## src/rtl/ball_motion_ctrl_if.sv

```systemverilog
// Handshake/bus bundle between the keyboard decoder, the ball and the motion sequencer.
// The master side drives requests and velocity feedback; the slave side is the sequencer.
interface ball_motion_ctrl_if;
    logic       key_valid;
    logic [3:0] key_dir;
    logic       auto_en;
    logic       pause_tgl;
    logic [1:0] vel_x_fb;
    logic [1:0] vel_y_fb;
    logic [1:0] vel_x_cmd;
    logic [1:0] vel_y_cmd;
    logic [1:0] mode;
    logic       frame_tick;

    modport master (
        output key_valid, key_dir, auto_en, pause_tgl, vel_x_fb, vel_y_fb,
        input  vel_x_cmd, vel_y_cmd, mode, frame_tick
    );

    modport slave (
        input  key_valid, key_dir, auto_en, pause_tgl, vel_x_fb, vel_y_fb,
        output vel_x_cmd, vel_y_cmd, mode, frame_tick
    );
endinterface

```

## src/rtl/ball_motion_ctrl.sv

```systemverilog
// Per-frame sequencer for the ball velocity commands: arbitrates keyboard vs autopilot,
// supports pause/resume and falls back out of MANUAL after a keyboard inactivity timeout.
module ball_motion_ctrl #(
    parameter int IDLE_FRAMES = 60,
    parameter int CNT_W       = 8
) (
    input  logic              Clk,
    input  logic              Reset_n,
    input  logic              frame_clk,
    ball_motion_ctrl_if.slave bus
);

    typedef enum logic [1:0] {
        S_IDLE   = 2'b00,
        S_MANUAL = 2'b01,
        S_AUTO   = 2'b10,
        S_PAUSE  = 2'b11
    } mode_t;

    localparam logic [1:0]       CMD_POS   = 2'b01;
    localparam logic [1:0]       CMD_NEG   = 2'b10;
    localparam logic [1:0]       CMD_STOP  = 2'b11;
    localparam logic [CNT_W-1:0] CNT_LIMIT = CNT_W'(IDLE_FRAMES);
    localparam logic [CNT_W-1:0] CNT_MAX   = '1;

    // key_dir bit order is {up, down, left, right}
    function automatic logic [1:0] key_map_x(input logic [3:0] dir);
        logic [1:0] cmd;
        case ({dir[1], dir[0]})
            2'b01:   cmd = CMD_POS;
            2'b10:   cmd = CMD_NEG;
            default: cmd = CMD_STOP;
        endcase
        return cmd;
    endfunction

    function automatic logic [1:0] key_map_y(input logic [3:0] dir);
        logic [1:0] cmd;
        case ({dir[3], dir[2]})
            2'b01:   cmd = CMD_POS;
            2'b10:   cmd = CMD_NEG;
            default: cmd = CMD_STOP;
        endcase
        return cmd;
    endfunction

    function automatic logic [1:0] auto_map(input logic [1:0] fb);
        return (fb == CMD_NEG) ? CMD_NEG : CMD_POS;
    endfunction

    function automatic logic [CNT_W-1:0] sat_inc(input logic [CNT_W-1:0] v);
        return (v == CNT_MAX) ? v : v + 1'b1;
    endfunction

    logic             r_fclk_s1;
    logic             r_fclk_s2;
    logic             r_fclk_d;
    logic             r_tick;
    logic             r_key_pend;
    logic [3:0]       r_key_dir;
    logic             r_pause_pend;

    mode_t            r_mode;
    logic [1:0]       r_vx;
    logic [1:0]       r_vy;
    logic [CNT_W-1:0] r_cnt;
    mode_t            r_sav_mode;
    logic [1:0]       r_sav_vx;
    logic [1:0]       r_sav_vy;

    mode_t            w_mode_nxt;
    logic [1:0]       w_vx_nxt;
    logic [1:0]       w_vy_nxt;
    logic [CNT_W-1:0] w_cnt_nxt;
    mode_t            w_sav_mode_nxt;
    logic [1:0]       w_sav_vx_nxt;
    logic [1:0]       w_sav_vy_nxt;
    logic [CNT_W-1:0] w_cnt_inc;

    // Frame tick: falling edge of the synchronised frame_clk, registered once more
    always_ff @(posedge Clk or negedge Reset_n) begin
        if (!Reset_n) begin
            r_fclk_s1 <= 1'b0;
            r_fclk_s2 <= 1'b0;
            r_fclk_d  <= 1'b0;
            r_tick    <= 1'b0;
        end else begin
            r_fclk_s1 <= frame_clk;
            r_fclk_s2 <= r_fclk_s1;
            r_fclk_d  <= r_fclk_s2;
            r_tick    <= r_fclk_d & ~r_fclk_s2;
        end
    end

    // Sticky requests; a new event in the tick cycle survives the clear
    always_ff @(posedge Clk or negedge Reset_n) begin
        if (!Reset_n) begin
            r_key_pend   <= 1'b0;
            r_key_dir    <= 4'b0000;
            r_pause_pend <= 1'b0;
        end else begin
            if (bus.key_valid) begin
                r_key_pend <= 1'b1;
                r_key_dir  <= bus.key_dir;
            end else if (r_tick) begin
                r_key_pend <= 1'b0;
            end
            if (bus.pause_tgl) begin
                r_pause_pend <= 1'b1;
            end else if (r_tick) begin
                r_pause_pend <= 1'b0;
            end
        end
    end

    always_ff @(posedge Clk or negedge Reset_n) begin
        if (!Reset_n) begin
            r_mode     <= S_IDLE;
            r_vx       <= CMD_STOP;
            r_vy       <= CMD_STOP;
            r_cnt      <= '0;
            r_sav_mode <= S_IDLE;
            r_sav_vx   <= CMD_STOP;
            r_sav_vy   <= CMD_STOP;
        end else begin
            r_mode     <= w_mode_nxt;
            r_vx       <= w_vx_nxt;
            r_vy       <= w_vy_nxt;
            r_cnt      <= w_cnt_nxt;
            r_sav_mode <= w_sav_mode_nxt;
            r_sav_vx   <= w_sav_vx_nxt;
            r_sav_vy   <= w_sav_vy_nxt;
        end
    end

    always_comb begin
        w_mode_nxt     = r_mode;
        w_vx_nxt       = r_vx;
        w_vy_nxt       = r_vy;
        w_cnt_nxt      = r_cnt;
        w_sav_mode_nxt = r_sav_mode;
        w_sav_vx_nxt   = r_sav_vx;
        w_sav_vy_nxt   = r_sav_vy;
        w_cnt_inc      = sat_inc(r_cnt);

        if (r_tick) begin
            if (r_pause_pend && (r_mode != S_PAUSE)) begin
                w_sav_mode_nxt = r_mode;
                w_sav_vx_nxt   = r_vx;
                w_sav_vy_nxt   = r_vy;
                w_mode_nxt     = S_PAUSE;
                w_vx_nxt       = CMD_STOP;
                w_vy_nxt       = CMD_STOP;
            end else if (r_pause_pend) begin
                w_mode_nxt = r_sav_mode;
                w_vx_nxt   = r_sav_vx;
                w_vy_nxt   = r_sav_vy;
                w_cnt_nxt  = '0;
            end else begin
                case (r_mode)
                    S_IDLE: begin
                        if (r_key_pend) begin
                            w_mode_nxt = S_MANUAL;
                            w_vx_nxt   = key_map_x(r_key_dir);
                            w_vy_nxt   = key_map_y(r_key_dir);
                            w_cnt_nxt  = '0;
                        end else if (bus.auto_en) begin
                            w_mode_nxt = S_AUTO;
                            w_vx_nxt   = auto_map(bus.vel_x_fb);
                            w_vy_nxt   = auto_map(bus.vel_y_fb);
                        end
                    end
                    S_MANUAL: begin
                        if (r_key_pend) begin
                            w_vx_nxt  = key_map_x(r_key_dir);
                            w_vy_nxt  = key_map_y(r_key_dir);
                            w_cnt_nxt = '0;
                        end else if (w_cnt_inc >= CNT_LIMIT) begin
                            w_cnt_nxt = '0;
                            if (bus.auto_en) begin
                                w_mode_nxt = S_AUTO;
                                w_vx_nxt   = auto_map(bus.vel_x_fb);
                                w_vy_nxt   = auto_map(bus.vel_y_fb);
                            end else begin
                                w_mode_nxt = S_IDLE;
                                w_vx_nxt   = CMD_STOP;
                                w_vy_nxt   = CMD_STOP;
                            end
                        end else begin
                            w_cnt_nxt = w_cnt_inc;
                        end
                    end
                    S_AUTO: begin
                        if (r_key_pend) begin
                            w_mode_nxt = S_MANUAL;
                            w_vx_nxt   = key_map_x(r_key_dir);
                            w_vy_nxt   = key_map_y(r_key_dir);
                            w_cnt_nxt  = '0;
                        end else if (!bus.auto_en) begin
                            w_mode_nxt = S_IDLE;
                            w_vx_nxt   = CMD_STOP;
                            w_vy_nxt   = CMD_STOP;
                        end else begin
                            w_vx_nxt = auto_map(bus.vel_x_fb);
                            w_vy_nxt = auto_map(bus.vel_y_fb);
                        end
                    end
                    default: begin
                        // Paused with no toggle: hold, pending key is simply consumed
                    end
                endcase
            end
        end
    end

    assign bus.vel_x_cmd  = r_vx;
    assign bus.vel_y_cmd  = r_vy;
    assign bus.mode       = r_mode;
    assign bus.frame_tick = r_tick;

endmodule

```

## src/flat_wrapper.sv

```systemverilog
// flat-port wrapper written by rule: the top's interface ports become plain ports
module ball_motion_ctrl_flat 
#(
    parameter int IDLE_FRAMES = 60,
    parameter int CNT_W       = 8
)
  (Clk, Reset_n, frame_clk, bus_key_valid, bus_key_dir, bus_auto_en, bus_pause_tgl, bus_vel_x_fb, bus_vel_y_fb, bus_vel_x_cmd, bus_vel_y_cmd, bus_mode, bus_frame_tick);
  ball_motion_ctrl_if bus_i ();
  input  logic Clk;
  input  logic Reset_n;
  input  logic frame_clk;
  input wire logic [$bits(bus_i.key_valid)-1:0] bus_key_valid;
  input wire logic [$bits(bus_i.key_dir)-1:0] bus_key_dir;
  input wire logic [$bits(bus_i.auto_en)-1:0] bus_auto_en;
  input wire logic [$bits(bus_i.pause_tgl)-1:0] bus_pause_tgl;
  input wire logic [$bits(bus_i.vel_x_fb)-1:0] bus_vel_x_fb;
  input wire logic [$bits(bus_i.vel_y_fb)-1:0] bus_vel_y_fb;
  output wire logic [$bits(bus_i.vel_x_cmd)-1:0] bus_vel_x_cmd;
  output wire logic [$bits(bus_i.vel_y_cmd)-1:0] bus_vel_y_cmd;
  output wire logic [$bits(bus_i.mode)-1:0] bus_mode;
  output wire logic [$bits(bus_i.frame_tick)-1:0] bus_frame_tick;
  assign bus_i.key_valid = bus_key_valid;
  assign bus_i.key_dir = bus_key_dir;
  assign bus_i.auto_en = bus_auto_en;
  assign bus_i.pause_tgl = bus_pause_tgl;
  assign bus_i.vel_x_fb = bus_vel_x_fb;
  assign bus_i.vel_y_fb = bus_vel_y_fb;
  assign bus_vel_x_cmd = bus_i.vel_x_cmd;
  assign bus_vel_y_cmd = bus_i.vel_y_cmd;
  assign bus_mode = bus_i.mode;
  assign bus_frame_tick = bus_i.frame_tick;
  ball_motion_ctrl #(.IDLE_FRAMES(IDLE_FRAMES), .CNT_W(CNT_W)) u_core (.Clk(Clk), .Reset_n(Reset_n), .frame_clk(frame_clk), .bus(bus_i));
endmodule
```

## config.mk

```make
export PLATFORM = sky130hd
export DESIGN_NAME = ball_motion_ctrl_flat
export DESIGN_NICKNAME = d
export VERILOG_FILES = /design/src/rtl/ball_motion_ctrl_if.sv /design/src/rtl/ball_motion_ctrl.sv /design/src/flat_wrapper.sv
export SDC_FILE = /design/constraint.sdc
export NUM_CORES = 1
export LEC_CHECK = 0
export BUFFER_PORTS_ARGS = -buffer_cell sky130_fd_sc_hd__buf_2
export CELL_PAD_IN_SITES_DETAIL_PLACEMENT = 1
export CELL_PAD_IN_SITES_GLOBAL_PLACEMENT = 1
export CORE_ASPECT_RATIO = 0.5
export CORE_UTILIZATION = 35
export DETAILED_ROUTE_END_ITERATION = 8
export GPL_ROUTABILITY_DRIVEN = 0
export HOLD_SLACK_MARGIN = 0.1
export PLACE_DENSITY = 0.74
export SLEW_MARGIN = 30
export SYNTH_ARGS = -nofsm -noshare
export SYNTH_HDL_FRONTEND = slang
export SYNTH_SLANG_ARGS = --single-unit
```

## constraint.sdc

```tcl
create_clock -name Clk -period 1.9 [get_ports Clk]
set_input_delay 0.285 -clock Clk [delete_from_list [all_inputs] [get_ports Clk]]
set_output_delay 0.285 -clock Clk [all_outputs]
set_load 0.05 [all_outputs]
```

==> impl_metrics.py, run 1 <==
metrics = {
    "sta": {
        "drv_slew": 0,
        "period_share_pct": 99.3,
        "worst_slew_pin_slew_ps": 681,
        "timing.hold.ws_ps": 181,
        "post-route-min-period_ps": 1890,
        "relSlewSlack_pct": 54.6,
        "finClkSkew_ps": 4.83,
        "rsz0062_at_grt": "yes",
        "setup_violations": 0,
        "tns_ps": 0,
        "finalHoldViolCount": 0,
        "max_freq_mhz": 530,
    },
    "layout": {
        "area_delta_synth_final_pct": 27.9,
        "utilization_pct": 48.1,
        "nets": 228,
        "final_cell_mix": "buf_2 (20), dfrtp_1 (20), buf_4 (18)",
        "drive_gt1_share_pct": 42.1,
        "antenna_cells": 0,
    },
    "route": {
        "drc": 0,
        "wl_um": 4620,
        "drt_pre_antenna_iters": 4,
        "wl_per_cell_um": 16.8,
        "antenna_left": 0,
        "dr.first_iter.drc_count": 51,
        "vias": 1438,
        "vias_per_cell": 5.23,
    },
    "worst_setup_path": {
        "crit_chain": "inv_2 -> ha_4 -> or4b_4 -> and3_4 -> clkinv_4 -> o221ai_4 -> mux2_4",
        "r2r-end": "u_core.bus.vel_x_cmd[0]",
        "r2r_slack_ps": 10,
        "slowest_delay_ps": 450,
        "cpMaxStageDelayCell": "or4b_4",
        "cp-start-kind": "flop",
        "endpoint": "u_core.bus.vel_x_cmd[0]",
        "crit_start": "u_core.bus.mode[0]",
        "cp-end-kind": "flop",
        "path_max_fanout": 4,
        "reg2reg_from": "u_core.bus.mode[0]",
        "reg2reg_depth": 7,
        "criticalPathCategory": "flop to flop",
        "crit_required_ps": 2120,
        "cp.arrival_ps": 2110,
    },
    "synth": {
        "seq_area_frac_synth_pct": 44.5,
        "synth-async-reset-ratio_pct": 100,
        "ys_seq_elements": 30,
        "yosysWarningCount": 0,
        "synth_edf_count": 0,
        "yosysUniqueCellTypes": 42,
        "syn_nets": 186,
        "synthFlopType": "dfrtp_1",
        "syn_inst": 166,
        "synth.avg_cell_area_um2": 10.3,
        "synth_area_um2": 1710,
    },
    "placement": {
        "portBuffers": 20,
        "detailed_place_hpwl_um": 3140,
    },
    "clocking": {
        "cts_tree": "yes",
        "clkTransAtPathRegs_ps": 70,
        "cts.sinks": 30,
        "clk-insertion-delay-late_ps": 290,
        "cts-root-buf": "clkbuf_8",
        "cts.path.max_buffers": 2,
        "numCtsBuffers": 5,
        "htree_levels": 2,
    },
    "die": {
        "floorplan.initialDensity_pct": 37.6,
        "dieArea_um2": 5190,
        "die_w_um": 101,
        "core_area_um2": 4550,
        "die_h_um": 51.4,
        "rows": 17,
        "ios": 21,
    },
    "global_routing": {
        "grt_pass1_vias": 1522,
        "grt_start_max_net_pins": 31,
        "track_usage_pct": 20.1,
        "antenna_found_initial": 0,
        "grt_overflow": 0,
        "grt_pass1_wl_um": 7630,
    },
    "power": {
        "ir_drop_v": 0.000432,
        "power_density_nw_per_um2": 1100,
        "power_mw": 2.41,
        "power.leakage_nw": 0.918,
    },
    "worst_hold_path": {
        "min_path_type": "input port to flop",
    },
    "flow_run": {
        "cap_viol_max_count": 0,
    },
    "run_status": {
        "status": "completed",
    },
}
metal layers:
metal | vias up | share of wire (%) | GRT usage, %
met5 | - | 0 | 0
met4 | 0 | 0.63 | 6.04
met3 | 6 | 2.6 | 5.61
met2 | 18 | 50 | 35.4
met1 | 727 | 47 | 24.1
li1 | 687 | - | -
how the worst min path moves through the flow:
stage	startpoint	endpoint	slack, ps	cells past startpoint
after floorplan	Reset_n	u_core.bus.frame_tick	-10	0
after global placement	u_core.r_fclk_s1	u_core.r_fclk_s2	330	0
after detailed placement	u_core.r_fclk_s1	u_core.r_fclk_s2	350	0
after CTS	bus_pause_tgl	u_core.r_pause_pend	180	2
after global routing	bus_pause_tgl	u_core.r_pause_pend	170	2
final	bus_pause_tgl	u_core.r_pause_pend	180	2
logic make-up after synthesis:
family	Yosys count	synth area share, %
adders and majority gates	6	4.39
buffers and inverters	13	3.51
xor gates and xnor gates	1	0.512
DFF	30	44.5
AOI/OAI and AO/OA	42	17.0
muxes	14	9.95
and+or+nand+nor	60	20.2
repair_timing:
item	4_1_cts	5_1_grt
hold buffers	2	0
endpoints found under the setup margin	6	14
endpoints found under the hold margin	23	0
buffers inserted	1	2
pin swaps	2	7
gates resized for setup	7	10
where the power goes:
part / internal [mW] / leakage, nW / switching (mW)
Combinational: 0.401 / 0.516 / 0.559
Sequential: 0.811 / 0.355 / 0.0847
Clock: 0.291 / 0.0472 / 0.266
Total: 1.50 / 0.918 / 0.910
area by class of cell:
cell class | instances | area, µm²
well taps | 66 | 82.6
repair buffers | 40 | 255
multi-input cells | 123 | 957
clock buffers | 6 | 82.6
clock inverters | 2 | 12.5
fillers | 531 | 2360
inverters | 8 | 35.0
flip-flops and latches | 30 | 763
metrics by stage:
| step | cells | cell area, µm² | worst slack [ps] |
|---|---|---|---|
| after floorplan | 166 | 1710 | -77.1 |
| after global placement | 263 | 1990 | 82.8 |
| after detailed placement | 263 | 1990 | 33.6 |
| after global routing | 275 | 2190 | -51.9 |
| after CTS | 274 | 2150 | -1.51 |
| final | 275 | 2190 | 13.4 |
synthesized netlist by cell type (2+ instances only):
library cell / number / area share [%]
nor3_1: 2 / 0.59
dfstp_2: 8 / 12
and2_1: 3 / 1.1
mux2i_1: 2 / 1.2
mux2_4: 4 / 3.5
buf_2: 2 / 0.59
o21ai_1: 2 / 0.59
ha_1: 6 / 4.4
mux2_2: 8 / 5.3
nand2_1: 14 / 3.1
nand4_1: 5 / 1.8
o21ai_0: 9 / 2.6
clkbuf_1: 2 / 0.44
a21oi_2: 2 / 1.0
inv_1: 7 / 1.5
nand3b_1: 9 / 3.9
nor2_1: 7 / 1.5
nand3_1: 8 / 2.3
dfrtp_1: 22 / 32
a21oi_1: 12 / 3.5
a31oi_1: 4 / 1.5
a21o_1: 4 / 1.8
nor2b_1: 4 / 1.5
o22ai_1: 2 / 0.73
state kept, by name (all words and copies together), names as in the netlist:
name                   cells
u_core.r_fclk_s2           1
u_core.bus.vel_x_cmd       2
u_core.r_pause_pend        1
u_core.bus.frame_tick      1
u_core.r_sav_mode          2
u_core.r_sav_vy            2
u_core.bus.mode            2
u_core.r_fclk_d            1
u_core.r_key_pend          1
u_core.r_fclk_s1           1
u_core.r_sav_vx            2
u_core.r_cnt               8
u_core.bus.vel_y_cmd       2
u_core.r_key_dir           4
critical path, delay by kind of cell, from the launching register on:
kind	cells	cell delay, ps
adders and majority gates	1	130
and+or+nand+nor	2	660
DFF	1	410
AOI/OAI and AO/OA	1	150
buffers and inverters	2	130
muxes	1	330
No activity file was read; power rests on OpenSTA's default activity.
==> run 2, diff against run 1 <==
--- a/config.mk
+++ b/config.mk
@@ -5,15 +5,17 @@
 export SDC_FILE = /design/constraint.sdc
 export NUM_CORES = 1
 export LEC_CHECK = 0
+export ABC_CLOCK_PERIOD_IN_PS = 1900
 export BUFFER_PORTS_ARGS = -buffer_cell sky130_fd_sc_hd__buf_2
 export CELL_PAD_IN_SITES_DETAIL_PLACEMENT = 1
 export CELL_PAD_IN_SITES_GLOBAL_PLACEMENT = 1
 export CORE_ASPECT_RATIO = 0.5
-export CORE_UTILIZATION = 35
+export CORE_UTILIZATION = 42
+export CTS_BUF_LIST = sky130_fd_sc_hd__clkbuf_8
 export DETAILED_ROUTE_END_ITERATION = 8
 export GPL_ROUTABILITY_DRIVEN = 0
 export HOLD_SLACK_MARGIN = 0.1
-export PLACE_DENSITY = 0.74
+export PLACE_DENSITY = 0.85
 export SLEW_MARGIN = 30
 export SYNTH_ARGS = -nofsm -noshare
 export SYNTH_HDL_FRONTEND = slang
==> run 2 against run 1 <==
Effect of this change: the flow now finishes with violations (negative setup slack); highest routed layer unchanged; non-clock buffer count down 4; critical path depth is the same; routed wire length increased by 17%; clock power rose by 12%.
==> impl_metrics.py, run 2 (same netlist as run 1, synthesis figures left out) <==
metrics = {
    "run_status": {
        "status": "finished, violations left",
        "violations": "negative setup slack",
    },
    "layout": {
        "reg_top3": "u_core.r_cnt (8), u_core.r_key_dir (4)",
        "antenna_cells": 0,
        "area_delta_synth_final_pct": 24.9,
        "final_cell_mix": "buf_2 (20), dfrtp_1 (19), nand2_1 (13), buf_4 (13)",
        "drive_gt1_share_pct": 40.5,
        "largest_reg_flops": 8,
        "multi_input_comb_area_um2": 937,
        "nets": 224,
        "largest_register": "u_core.r_cnt",
        "fillCellCount": 414,
        "layout_commonest_cell": "buf_2",
        "seq_area_um2": 764,
    },
    "sta": {
        "setup_ws_ps": -68.7,
        "rsz0062_at_grt": "yes",
        "drv_slew": 0,
        "post-route-min-period_ps": 1970,
        "relSlewSlack_pct": 54.9,
        "worst_slew_pin_slew_ps": 671,
        "max_freq_mhz": 508,
        "finClkSkew_ps": 8.02,
        "setup_violations": 8,
        "period_share_pct": 104,
        "finalHoldViolCount": 0,
    },
    "clocking": {
        "cts_tree": "yes",
        "cts.sinks": 30,
        "htree_levels": 2,
        "cts.path.max_buffers": 2,
        "clk-insertion-delay-late_ps": 290,
        "numCtsBuffers": 5,
        "cts-root-buf": "clkbuf_8",
        "clkTransAtPathRegs_ps": 70,
    },
    "worst_setup_path": {
        "reg2reg_from": "u_core.bus.mode[0]",
        "slowest_delay_ps": 470,
        "cp.arrival_ps": 2190,
        "r2r-end": "u_core.bus.vel_y_cmd[0]",
        "cp-start-kind": "flop",
        "crit_chain": "inv_2 -> ha_4 -> or4b_1 -> and3_4 -> inv_4 -> o221ai_4 -> mux2_4",
        "cp-end-kind": "flop",
        "crit_required_ps": 2120,
        "critPathBufInv": 2,
        "cpMaxStageDelayCell": "or4b_1",
        "crit_start": "u_core.bus.mode[0]",
        "reg2reg_depth": 7,
        "endpoint": "u_core.bus.vel_y_cmd[0]",
        "criticalPathCategory": "flop to flop",
        "crit_cells": 7,
        "r2r_slack_ps": -70,
        "path_max_fanout": 4,
        "cpLargestDelayFamily": "simple AND/OR/NAND/NOR gates",
    },
    "global_routing": {
        "grt_pass1_wl_um": 7850,
        "track_usage_pct": 25.1,
        "grt_start_max_net_pins": 31,
        "antenna_found_initial": 0,
        "grt_pass1_vias": 1559,
        "grt_overflow": 0,
    },
    "power": {
        "switchingPower_mw": 0.931,
        "combPwrFrac_pct": 38.1,
        "p_int_mw": 1.54,
        "seqPwrFrac_pct": 36.7,
        "p_sw_share_pct": 37.6,
        "ir_drop_v": 0.000618,
        "clkPwrFrac_pct": 25.2,
        "power.leakage_nw": 0.902,
        "power_mw": 2.47,
        "power_density_nw_per_um2": 1160,
    },
    "die": {
        "floorplan.initialDensity_pct": 46.7,
        "die_h_um": 47.1,
        "core_area_um2": 3660,
        "die_w_um": 92.3,
        "ios": 21,
        "dieArea_um2": 4350,
        "rows": 15,
    },
    "route": {
        "vias": 1533,
        "wl_um": 5380,
        "drc": 0,
        "wl_per_cell_um": 21.0,
        "dr.first_iter.drc_count": 63,
        "drt_pre_antenna_iters": 4,
        "antenna_left": 0,
        "vias_per_cell": 5.99,
    },
    "placement": {
        "detailed_place_hpwl_um": 3430,
        "place_ws_ps": 8.70,
        "portBuffers": 20,
    },
    "worst_hold_path": {
        "min_path_type": "input port to flop",
    },
    "flow_run": {
        "cap_viol_max_count": 0,
    },
}
## run 2: layer usage
layer / up-vias / track usage [%] / share of wire (%)
met5: - / 0 / 0
met4: 0 / 14.1 / 2.8
met3: 19 / 6.63 / 5.9
met2: 58 / 44.5 / 49
met1: 772 / 29.4 / 43
li1: 684 / - / -
## run 2: how the worst min path moves through the flow
stage | from | endpoint | slack (ps) | depth (start not counted)
3_5_place_dp | u_core.r_fclk_s1 | u_core.r_fclk_s2 | 340 | 0
4_1_cts | bus_pause_tgl | u_core.r_pause_pend | 200 | 2
6_report | bus_pause_tgl | u_core.r_pause_pend | 200 | 2
3_3_place_gp | u_core.r_fclk_s1 | u_core.r_fclk_s2 | 340 | 0
5_1_grt | bus_pause_tgl | u_core.r_pause_pend | 210 | 2
2_1_floorplan | Reset_n | u_core.bus.frame_tick | -10 | 0
## run 2: through the flow
stage | area [µm²] | TNS, ps | hold WS (ps) | util (%) | std cells
final | 2140 | -333 | 205 | 58.4 | 256
after global routing | 2140 | -899 | 206 | 58.4 | 256
after CTS | 2110 | 0 | 202 | 57.7 | 256
after detailed placement | 1950 | 0 | 337 | 53.4 | 246
after global placement | 1950 | 0 | 336 | 53.4 | 246
after floorplan | 1710 | -308 | -10.6 | - | 166
## run 2: timing repair
item | in CTS | in global routing
hold buffers | 2 | 0
hold endpoints to repair | 23 | 0
cloned | 0 | 0
pin swaps | 1 | 4
resized for setup | 5 | 9
setup buffers | 0 | 0
setup endpoints to repair | 6 | 8
## run 2: cell type report
type / instances / share of cell area (%)
multi-input cells: 123 / 43.9
clock buffers: 8 / 5.15
flip-flops and latches: 30 / 35.8
inverters: 8 / 1.52
repair buffers: 36 / 10.7
well taps: 51 / 2.99
## run 2: worst reg2reg max path, delay by kind of cell, from the launching register on
family	cells	cell delay [ps]
compound gates	1	160
fa+ha+maj	1	130
buf+inv	2	150
flops	1	430
mux	1	330
simple gates	2	700
## run 2: power groups by stage
stage / logic, mW / clock network (mW) / registers [mW]
2_1_floorplan: 0.396 / 0 / 1.07
3_3_place_gp: 0.809 / 0 / 0.897
3_5_place_dp: 0.858 / 0 / 0.907
4_1_cts: 0.894 / 0.629 / 0.900
5_1_grt: 1.01 / 0.645 / 0.922
6_report: 0.943 / 0.624 / 0.908
==> run 3, diff against run 2 <==
--- a/config.mk
+++ b/config.mk
@@ -10,12 +10,13 @@
 export CELL_PAD_IN_SITES_DETAIL_PLACEMENT = 1
 export CELL_PAD_IN_SITES_GLOBAL_PLACEMENT = 1
 export CORE_ASPECT_RATIO = 0.5
-export CORE_UTILIZATION = 42
-export CTS_BUF_LIST = sky130_fd_sc_hd__clkbuf_8
+export CORE_MARGIN = 2
+export CORE_UTILIZATION = 40
 export DETAILED_ROUTE_END_ITERATION = 8
 export GPL_ROUTABILITY_DRIVEN = 0
 export HOLD_SLACK_MARGIN = 0.1
-export PLACE_DENSITY = 0.85
+export PLACE_DENSITY = 0.82
+export SKIP_CTS_REPAIR_TIMING = 1
 export SLEW_MARGIN = 30
 export SYNTH_ARGS = -nofsm -noshare
 export SYNTH_HDL_FRONTEND = slang
==> run 3 against run 2 <==
Effect of this change: the run still ends with negative setup slack left; cell count grew 3.5%; power is 5.3% lower; sequential power decreased by 0.4%; final area is 0.53% higher; critical endpoint is now u_core.bus.vel_y_cmd[1].
==> impl_metrics.py, run 3 (same netlist as run 1, synthesis figures left out) <==
metrics = {
    "worst_setup_path": {
        "path_max_fanout": 4,
        "cpMaxStageDelayCell": "or4b_1",
        "reg2reg_depth": 7,
        "crit_chain": "inv_2 -> ha_4 -> or4b_1 -> and3_4 -> nand2_4 -> o221ai_4 -> mux2_4",
        "cp-start-kind": "flop",
        "criticalPathCategory": "flop to flop",
        "r2r-end": "u_core.bus.vel_y_cmd[1]",
        "cpLargestDelayFamily": "simple AND/OR/NAND/NOR gates",
        "critPathBufInv": 1,
        "slowest_delay_ps": 440,
        "crit_required_ps": 2120,
        "reg2reg_from": "u_core.bus.mode[1]",
        "r2r_slack_ps": -20,
        "cp.arrival_ps": 2140,
        "cp-end-kind": "flop",
    },
    "route": {
        "dr.first_iter.drc_count": 53,
        "drt_pre_antenna_iters": 4,
        "vias_per_cell": 5.58,
        "vias": 1479,
        "wl_per_cell_um": 18.4,
        "wl_um": 4890,
        "antenna_left": 0,
        "drc": 0,
    },
    "layout": {
        "reg_top3": "u_core.r_cnt (8), u_core.r_key_dir (4)",
        "nets": 230,
        "final_cells": 265,
        "final_cell_mix": "buf_2 (20), buf_4 (20), dfrtp_1 (20)",
        "largest_register": "u_core.r_cnt",
        "fillCellCount": 473,
        "antenna_cells": 0,
        "seq_area_um2": 763,
        "utilization_pct": 53.7,
        "largest_reg_flops": 8,
        "drive_gt1_share_pct": 40.8,
        "multi_input_comb_area_um2": 933,
        "area_delta_synth_final_pct": 25.6,
    },
    "die": {
        "dieArea_um2": 4850,
        "rows": 16,
        "core_area_um2": 4000,
        "die_h_um": 50.2,
        "ios": 21,
        "floorplan.initialDensity_pct": 42.7,
        "die_w_um": 96.5,
    },
    "global_routing": {
        "grt_overflow": 0,
        "antenna_found_initial": 0,
        "grt_start_max_net_pins": 31,
        "grt_pass1_wl_um": 7830,
        "grt_pass1_vias": 1627,
        "track_usage_pct": 22.2,
    },
    "clocking": {
        "htree_levels": 2,
        "cts-root-buf": "clkbuf_8",
        "clk-insertion-delay-late_ps": 290,
        "numCtsBuffers": 5,
        "cts.sinks": 30,
        "cts.path.max_buffers": 2,
        "cts_tree": "yes",
        "clkTransAtPathRegs_ps": 60,
    },
    "sta": {
        "relSlewSlack_pct": 54.5,
        "timing.hold.ws_ps": 212,
        "setup_violations": 4,
        "setup_ws_ps": -24.2,
        "finalHoldViolCount": 0,
        "worst_slew_pin_slew_ps": 683,
        "max_freq_mhz": 520,
        "drv_slew": 0,
        "post-route-min-period_ps": 1920,
        "period_share_pct": 101,
        "finClkSkew_ps": 3.76,
        "rsz0062_at_grt": "yes",
    },
    "power": {
        "power.leakage_nw": 0.922,
        "power_density_nw_per_um2": 1090,
        "ir_drop_v": 0.000745,
        "power_mw": 2.34,
    },
    "placement": {
        "dp.cells": 254,
        "detailed_place_hpwl_um": 3520,
        "place_ws_ps": -30.1,
        "portBuffers": 20,
    },
    "run_status": {
        "status": "finished, violations left",
        "violations": "negative setup slack",
    },
    "worst_hold_path": {
        "holdPathEnd": "u_core.r_pause_pend",
        "min_path_type": "input port to flop",
        "min_from": "bus_pause_tgl",
        "holdPathStages": 2,
    },
    "flow_run": {
        "cap_viol_max_count": 0,
    },
}
[run 3: worst max-delay path by stage]
stage | from | end | slack [ps] | cells after the start
2_1_floorplan | u_core.bus.mode[0] | u_core.bus.vel_x_cmd[0] | -80 | 7
3_3_place_gp | u_core.bus.mode[0] | u_core.bus.vel_x_cmd[0] | 90 | 7
3_5_place_dp | u_core.bus.mode[1] | u_core.bus.vel_y_cmd[0] | -30 | 7
4_1_cts | u_core.bus.mode[1] | u_core.bus.vel_y_cmd[0] | -50 | 7
5_1_grt | u_core.bus.mode[1] | u_core.bus.vel_y_cmd[0] | -70 | 7
6_report | u_core.bus.mode[1] | u_core.bus.vel_y_cmd[1] | -20 | 7
[run 3: layout make-up]
| type | instances | area share, % |
|---|---|---|
| multi-input cells | 123 | 43.4 |
| clock inverters | 2 | 0.466 |
| repair buffers | 42 | 12.6 |
| flip-flops and latches | 30 | 35.5 |
| well taps | 54 | 3.15 |
| inverters | 8 | 1.46 |
| clock buffers | 6 | 3.38 |
[run 3: stage by stage]
stage | TNS, ps | area (µm²)
floorplan | -308 | 1710
global placement | 0 | 1990
detailed placement | -109 | 1990
CTS | -196 | 2080
global route | -328 | 2150
finish | -78.7 | 2150
[run 3: layer usage]
layer / vias up / share of wire, % / GRT usage, % / wire [µm]
met1: 737 / 44 / 26.0 / 2130
li1: 696 / - / - / -
met2: 35 / 50 / 38.9 / 2440
met5: - / 0 / 0 / 0
met4: 0 / 2.2 / 8.45 / 109
met3: 11 / 4.2 / 6.01 / 207
[run 3: worst reg2reg max path, delay by kind of cell, from the launching register on]
family                   cells  cell delay, ps
adder cells (fa/ha/maj)      1             130
AND/OR/NAND/NOR              3             740
flip-flops                   1             420
multiplexers                 1             340
AO/OA/AOI/OAI                1             140
buffers and inverters        1              90
[run 3: power by group]
part / internal [mW] / leakage, nW / switching [mW]
clock network: 0.253 / 0.0450 / 0.250
logic: 0.378 / 0.522 / 0.557
registers: 0.811 / 0.355 / 0.0928
